## config.mk

```make
export PLATFORM = sky130hd
export DESIGN_NAME = iterative_divider
export DESIGN_NICKNAME = d
export VERILOG_FILES = /design/src/rtl/divider_pkg.sv /design/src/rtl/divider_step.sv /design/src/rtl/iterative_divider.sv
export SDC_FILE = /design/constraint.sdc
export NUM_CORES = 1
export LEC_CHECK = 0
export ABC_AREA = 1
export CORE_MARGIN = 2
export CORE_UTILIZATION = 27
export CTS_BUF_LIST = sky130_fd_sc_hd__clkbuf_2 sky130_fd_sc_hd__clkbuf_4 sky130_fd_sc_hd__clkbuf_8
export CTS_CLUSTER_SIZE = 40
export DETAILED_ROUTE_END_ITERATION = 6
export PLACE_DENSITY = 0.57
export SYNTH_ARGS = -nofsm -noshare
export SYNTH_HDL_FRONTEND = slang
export SYNTH_HIERARCHICAL = 1
export SYNTH_SLANG_ARGS = --single-unit
```

## constraint.sdc

```tcl
create_clock -name clk -period 2.45 [get_ports clk]
set_input_delay 0.245 -clock clk [delete_from_list [all_inputs] [get_ports clk]]
set_output_delay 0.245 -clock clk [all_outputs]
set_load 0.005 [all_outputs]
```

## src/rtl/divider_pkg.sv

```systemverilog
// Shared types for the iterative restoring divider: FSM state encoding and
// the step-counter width helper.
package divider_pkg;

  typedef enum logic [1:0] {
    IDLE = 2'd0,
    BUSY = 2'd1,
    DONE = 2'd2
  } div_state_e;

  // Counter must hold the value 2W (number of quotient bits).
  function automatic int step_cnt_width(input int word_width);
    return $clog2(2 * word_width + 1);
  endfunction

endpackage

```

## src/rtl/divider_step.sv

```systemverilog
// One restoring division iteration: shift in the next dividend bit, then
// subtract the divisor when the shifted remainder is large enough.
module divider_step
  import divider_pkg::*;
#(
  parameter int WORD_WIDTH = 8
) (
  input  logic [WORD_WIDTH-1:0] partial_rem,
  input  logic                  next_bit,
  input  logic [WORD_WIDTH-1:0] divisor,
  output logic [WORD_WIDTH-1:0] next_rem,
  output logic                  quotient_bit
);

  logic [WORD_WIDTH:0] shifted_s;

  // Trial subtraction; the low W bits of the difference are exact because
  // the result is always below the divisor.
  always_comb begin
    shifted_s = {partial_rem, next_bit};
    if (shifted_s >= {1'b0, divisor}) begin
      next_rem     = shifted_s[WORD_WIDTH-1:0] - divisor;
      quotient_bit = 1'b1;
    end else begin
      next_rem     = shifted_s[WORD_WIDTH-1:0];
      quotient_bit = 1'b0;
    end
  end

endmodule

```

## src/rtl/iterative_divider.sv

```systemverilog
// Multi-cycle unsigned restoring divider (2W / W bits, one quotient bit per
// cycle). Optional div_by_zero flag port enabled by DIVIDER_DBZ_FLAG_EN.
module iterative_divider
  import divider_pkg::*;
#(
  parameter int WORD_WIDTH = 8
) (
  input  logic                    clk,
  input  logic                    reset_n,
  input  logic                    in_valid,
  output logic                    in_ready,
  input  logic [2*WORD_WIDTH-1:0] dividend,
  input  logic [WORD_WIDTH-1:0]   divisor,
  output logic                    out_valid,
  input  logic                    out_ready,
  output logic [2*WORD_WIDTH-1:0] quotient,
  output logic [WORD_WIDTH-1:0]   remainder
`ifdef DIVIDER_DBZ_FLAG_EN
  ,
  output logic                    div_by_zero
`endif
);

  localparam int CW = step_cnt_width(WORD_WIDTH);
  localparam int DW = 2 * WORD_WIDTH;

  div_state_e            state_r;
  div_state_e            state_nxt_s;
  logic [CW-1:0]         cnt_r;
  logic [DW-1:0]         work_r;
  logic [WORD_WIDTH-1:0] rem_r;
  logic [WORD_WIDTH-1:0] divisor_r;
  logic                  zero_div_r;
  logic                  in_ready_r;
  logic                  out_valid_r;
  logic                  last_step_s;
  logic [WORD_WIDTH-1:0] step_rem_s;
  logic                  step_q_s;

  divider_step #(.WORD_WIDTH(WORD_WIDTH)) u_step (
    .partial_rem  (rem_r),
    .next_bit     (work_r[DW-1]),
    .divisor      (divisor_r),
    .next_rem     (step_rem_s),
    .quotient_bit (step_q_s)
  );

  // State register.
  always_ff @(posedge clk) begin
    if (!reset_n) begin
      state_r <= IDLE;
    end else begin
      state_r <= state_nxt_s;
    end
  end

  // Next-state logic; a zero divisor leaves BUSY after its first cycle.
  always_comb begin
    state_nxt_s = state_r;
    last_step_s = (cnt_r == CW'(1));
    case (state_r)
      IDLE: begin
        if (in_valid) begin
          state_nxt_s = BUSY;
        end else begin
          state_nxt_s = IDLE;
        end
      end
      BUSY: begin
        if (zero_div_r || last_step_s) begin
          state_nxt_s = DONE;
        end else begin
          state_nxt_s = BUSY;
        end
      end
      DONE: begin
        if (out_ready) begin
          state_nxt_s = IDLE;
        end else begin
          state_nxt_s = DONE;
        end
      end
      default: state_nxt_s = IDLE;
    endcase
  end

  // Datapath: operand capture, iteration and result/handshake registers.
  // The quotient bits shift into work_r as the dividend bits shift out.
  always_ff @(posedge clk) begin
    if (!reset_n) begin
      in_ready_r  <= 1'b1;
      out_valid_r <= 1'b0;
      work_r      <= '0;
      rem_r       <= '0;
      divisor_r   <= '0;
      cnt_r       <= '0;
      zero_div_r  <= 1'b0;
    end else begin
      case (state_r)
        IDLE: begin
          if (in_valid) begin
            work_r     <= dividend;
            rem_r      <= '0;
            divisor_r  <= divisor;
            cnt_r      <= CW'(DW);
            zero_div_r <= (divisor == '0);
            in_ready_r <= 1'b0;
          end
        end
        BUSY: begin
          if (zero_div_r) begin
            work_r      <= '1;
            rem_r       <= work_r[WORD_WIDTH-1:0];
            out_valid_r <= 1'b1;
          end else begin
            work_r      <= {work_r[DW-2:0], step_q_s};
            rem_r       <= step_rem_s;
            cnt_r       <= cnt_r - CW'(1);
            out_valid_r <= last_step_s;
          end
        end
        DONE: begin
          if (out_ready) begin
            out_valid_r <= 1'b0;
            in_ready_r  <= 1'b1;
          end
        end
        default: begin
          out_valid_r <= 1'b0;
          in_ready_r  <= 1'b1;
        end
      endcase
    end
  end

  assign in_ready  = in_ready_r;
  assign out_valid = out_valid_r;
  assign quotient  = work_r;
  assign remainder = rem_r;

`ifdef DIVIDER_DBZ_FLAG_EN
  logic dbz_flag_r;

  // Flag rises with the zero-divisor result and clears on handshake.
  always_ff @(posedge clk) begin
    if (!reset_n) begin
      dbz_flag_r <= 1'b0;
    end else if (state_r == BUSY && zero_div_r) begin
      dbz_flag_r <= 1'b1;
    end else if (state_r == DONE && out_ready) begin
      dbz_flag_r <= 1'b0;
    end else begin
      dbz_flag_r <= dbz_flag_r;
    end
  end

  assign div_by_zero = dbz_flag_r;
`endif

endmodule

```

==> results_dict.tcl <==
set metrics [dict create \
    fin_util 0.361 \
    async_flop_share 0 \
    vias_per_cell 4.66 \
    grt_overflow 0 \
    yosysMostFrequentCell "nand2_1" \
    dr.pass1.iters 4 \
    grt_pass1_vias 2253 \
    drv_cap 0 \
    met3_length_um 353 \
    finalSetupViolCount 0 \
    regToRegEndpoint "remainder[4]" \
    synth_warnings 6 \
    die_area_sq_mm 0.00970 \
    min_from "out_valid" \
    min_period_ns 2.15 \
    synth_area_leader_cell "dfxtp_1" \
    period_share 0.877 \
    end_kind "register" \
    cts.sinks 42 \
    synth_top_area_frac 0.349 \
    drt_iter0_drc 102 \
    start_kind "register" \
    top_layer "met4" \
    syn_avg_cell_area_sq_um 7.13 \
    fp.coreArea_sq_mm 0.00868 \
    numCtsBuffers 5 \
    wl_per_cell_um 12.4 \
    critPathCapture "remainder[4]" \
    hold_viol 0 \
    tightest_slew_ns 0.472 \
    n_antenna_cell 0 \
    start_util 0.278 \
    critPathLaunch "quotient[15]" \
    crit_arrival_ns 2.37 \
    io_pins 54 \
    power_leakage_nw 1.32 \
    ys_seq_area_frac 0.349 \
    drt_wl_total_mm 6.19 \
    r2r_setup_slack_ns 0.30 \
    drive_gt1_frac 0.113 \
    placement.io_buffers 53 \
    fp.dieH_um 98.5 \
    power-per-cell-area_mw_per_mm2 759 \
    ir_drop_mv 0.220 \
    n_fill_cell 947 \
    grt_pass1_wl_mm 10.5 \
    grt_max_degree 34 \
    synth_nets 377 \
    cp_cell_sequence "inv_1 > ha_1 > fa_1 > inv_1 > nand3_1 > nand3_1 > xor2_1 > nand2_2 > nand2_2 > nor2_1 > nor2_1 > o21ai_0 > a21oi_1" \
    ant_nets 0 \
    clockBufferDepth 2 \
    required_ns 2.68 \
    skew_ns 0.00459 \
    grt_usage 0.132 \
    synth_seq_cells 42 \
    path_delay_family "adder cells" \
    path_buf_inv 2 \
    cts-hold-fix-buffers 0 \
    clk_latency_ns 0.29 \
    met1Wirelength_mm 2.91 \
    gp_congestion 0.846 \
    slew_viol_final 0 \
    synth_area_sq_mm 0.00241 \
    dr_total_vias 2324 \
    synth_ff_type "dfxtp_1" \
    cp.depth 13 \
    synthToLayoutAreaGrowth_pct 30.0 \
    synth-edff-count 0 \
    worst_path_max_delay_cell "dfxtp_1" \
    rows 34 \
    drc 0 \
    worstSetupPathType "register to register" \
    reg2reg_depth 13 \
    cp_max_fo 4 \
    place_hpwl_mm 4.71 \
    r2r-start "quotient[15]" \
    cts.htree.levels 2 \
    min_path_type "register to register" \
    max-slew-margin-rel 0.685 \
    finalNetCount 429 \
    grt_setup_unrepaired "false" \
    postCtsSetupBuffers 0 \
    wl_met2_mm 2.86 \
    antenna_found_initial 0 \
    synthTopCellsByCount "nand2_1, nor2_1, dfxtp_1" \
    tns_ns 0 \
    ctsResizeCount 0 \
    dieWidth_um 98.5 \
    max_freq_ghz 0.465 \
    clk_pin_slew_ns 0.08 \
    slowest_delay_ns 0.42 \
    root_buffer "clkbuf_8" \
    cts_tree "done" \
    ys_types 34 \
    synth.area.top_cells "dfxtp_1, nand2_1, nor2_1" \
    status "finished, final reports clean" \
    syn_inst 338 \
]
[per-layer routing]
metal  vias up  track usage
met2        56        0.222
met1      1041        0.170
met4         0       0.0316
li1       1221            -
met3         6       0.0319
met5         -            0
[placed cells by master (no fill, tap or decap), types with 2 or more instances in the layout]
cell,Yosys,routed
clkdlybuf4s50_1,0,53
o21ai_0,31,31
o21ai_1,4,4
dfxtp_1,42,42
nand4_1,3,3
clkinv_1,2,2
o22ai_1,16,16
clkbuf_8,0,6
inv_2,3,3
nand2_2,18,18
inv_1,33,33
xor2_1,2,2
xnor2_1,2,2
nand2_1,48,48
ha_1,10,10
nand3_1,18,18
nand2_4,4,4
buf_4,2,3
a21oi_1,32,32
nor2_1,45,45
nor2_4,4,4
[how the worst min path moves through the flow]
stage / cells after the start / endpoint / slack (ns)
after floorplan: 2 / divisor_r[1] / 0.41
after global placement: 2 / divisor_r[5] / 0.47
after detailed placement: 2 / out_valid / 0.47
after CTS: 2 / out_valid / 0.49
after global routing: 2 / cnt_r[1] / 0.51
final: 2 / out_valid / 0.48
[layout make-up]
cell class                      instances  area, sq um  area share
Sequential cell                        42          841       0.268
Inverter                               38          143      0.0455
Timing Repair Buffer                   56          553       0.176
Clock buffer                            7         90.1      0.0287
Clock inverter                          1         5.00     0.00160
Tap cell                              108          135      0.0431
Multi-Input combinational cell        247         1370       0.436
[state kept, by name, summed over array words and instances (netlist names)]
| signal | count |
|---|---|
| divisor_r | 8 |
| zero_div_r | 1 |
| out_valid | 1 |
| in_ready | 1 |
| cnt_r | 5 |
| quotient | 16 |
| state_r | 2 |
| remainder | 8 |
[metrics by stage]
stage	instances	setup slack [ns]	total power [mW]	hold slack [ns]	instance area (sq um)
global route	499	0.0479	2.57	0.508	3130
global placement	491	0.310	1.92	0.465	3040
finish	499	0.301	2.38	0.482	3130
detailed placement	491	0.319	1.93	0.471	3040
CTS	499	0.286	2.41	0.486	3130
floorplan	338	0.584	1.62	0.408	2410
[cell families (layout without fill, tap and decap cells)]
| group | Yosys count | after routing | synth area share |
|---|---|---|---|
| AO/OA/AOI/OAI | 85 | 85 | 0.188 |
| XOR/XNOR | 4 | 4 | 0.0145 |
| adder cells (fa/ha/maj) | 11 | 11 | 0.0602 |
| buffers and inverters | 49 | 102 | 0.0841 |
| flip-flops | 42 | 42 | 0.349 |
| AND/OR/NAND/NOR | 147 | 147 | 0.305 |
[power by group]
group	total, mW	internal, mW	switching (mW)
Combinational	1.06	0.453	0.602
Sequential	0.853	0.768	0.0844
Clock	0.469	0.239	0.231
[worst register-to-register path, stage by stage, from the launching register on]
cell and delay, ns:
dfxtp_1 0.42, inv_1 0.06, ha_1 0.21, fa_1 0.41, inv_1 0.09, nand3_1 0.06, nand3_1 0.09, xor2_1 0.24
nand2_2 0.08, nand2_2 0.05, nor2_1 0.04, nor2_1 0.10, o21ai_0 0.09, a21oi_1 0.13
Note: power is estimated with default switching activity, not from simulation.
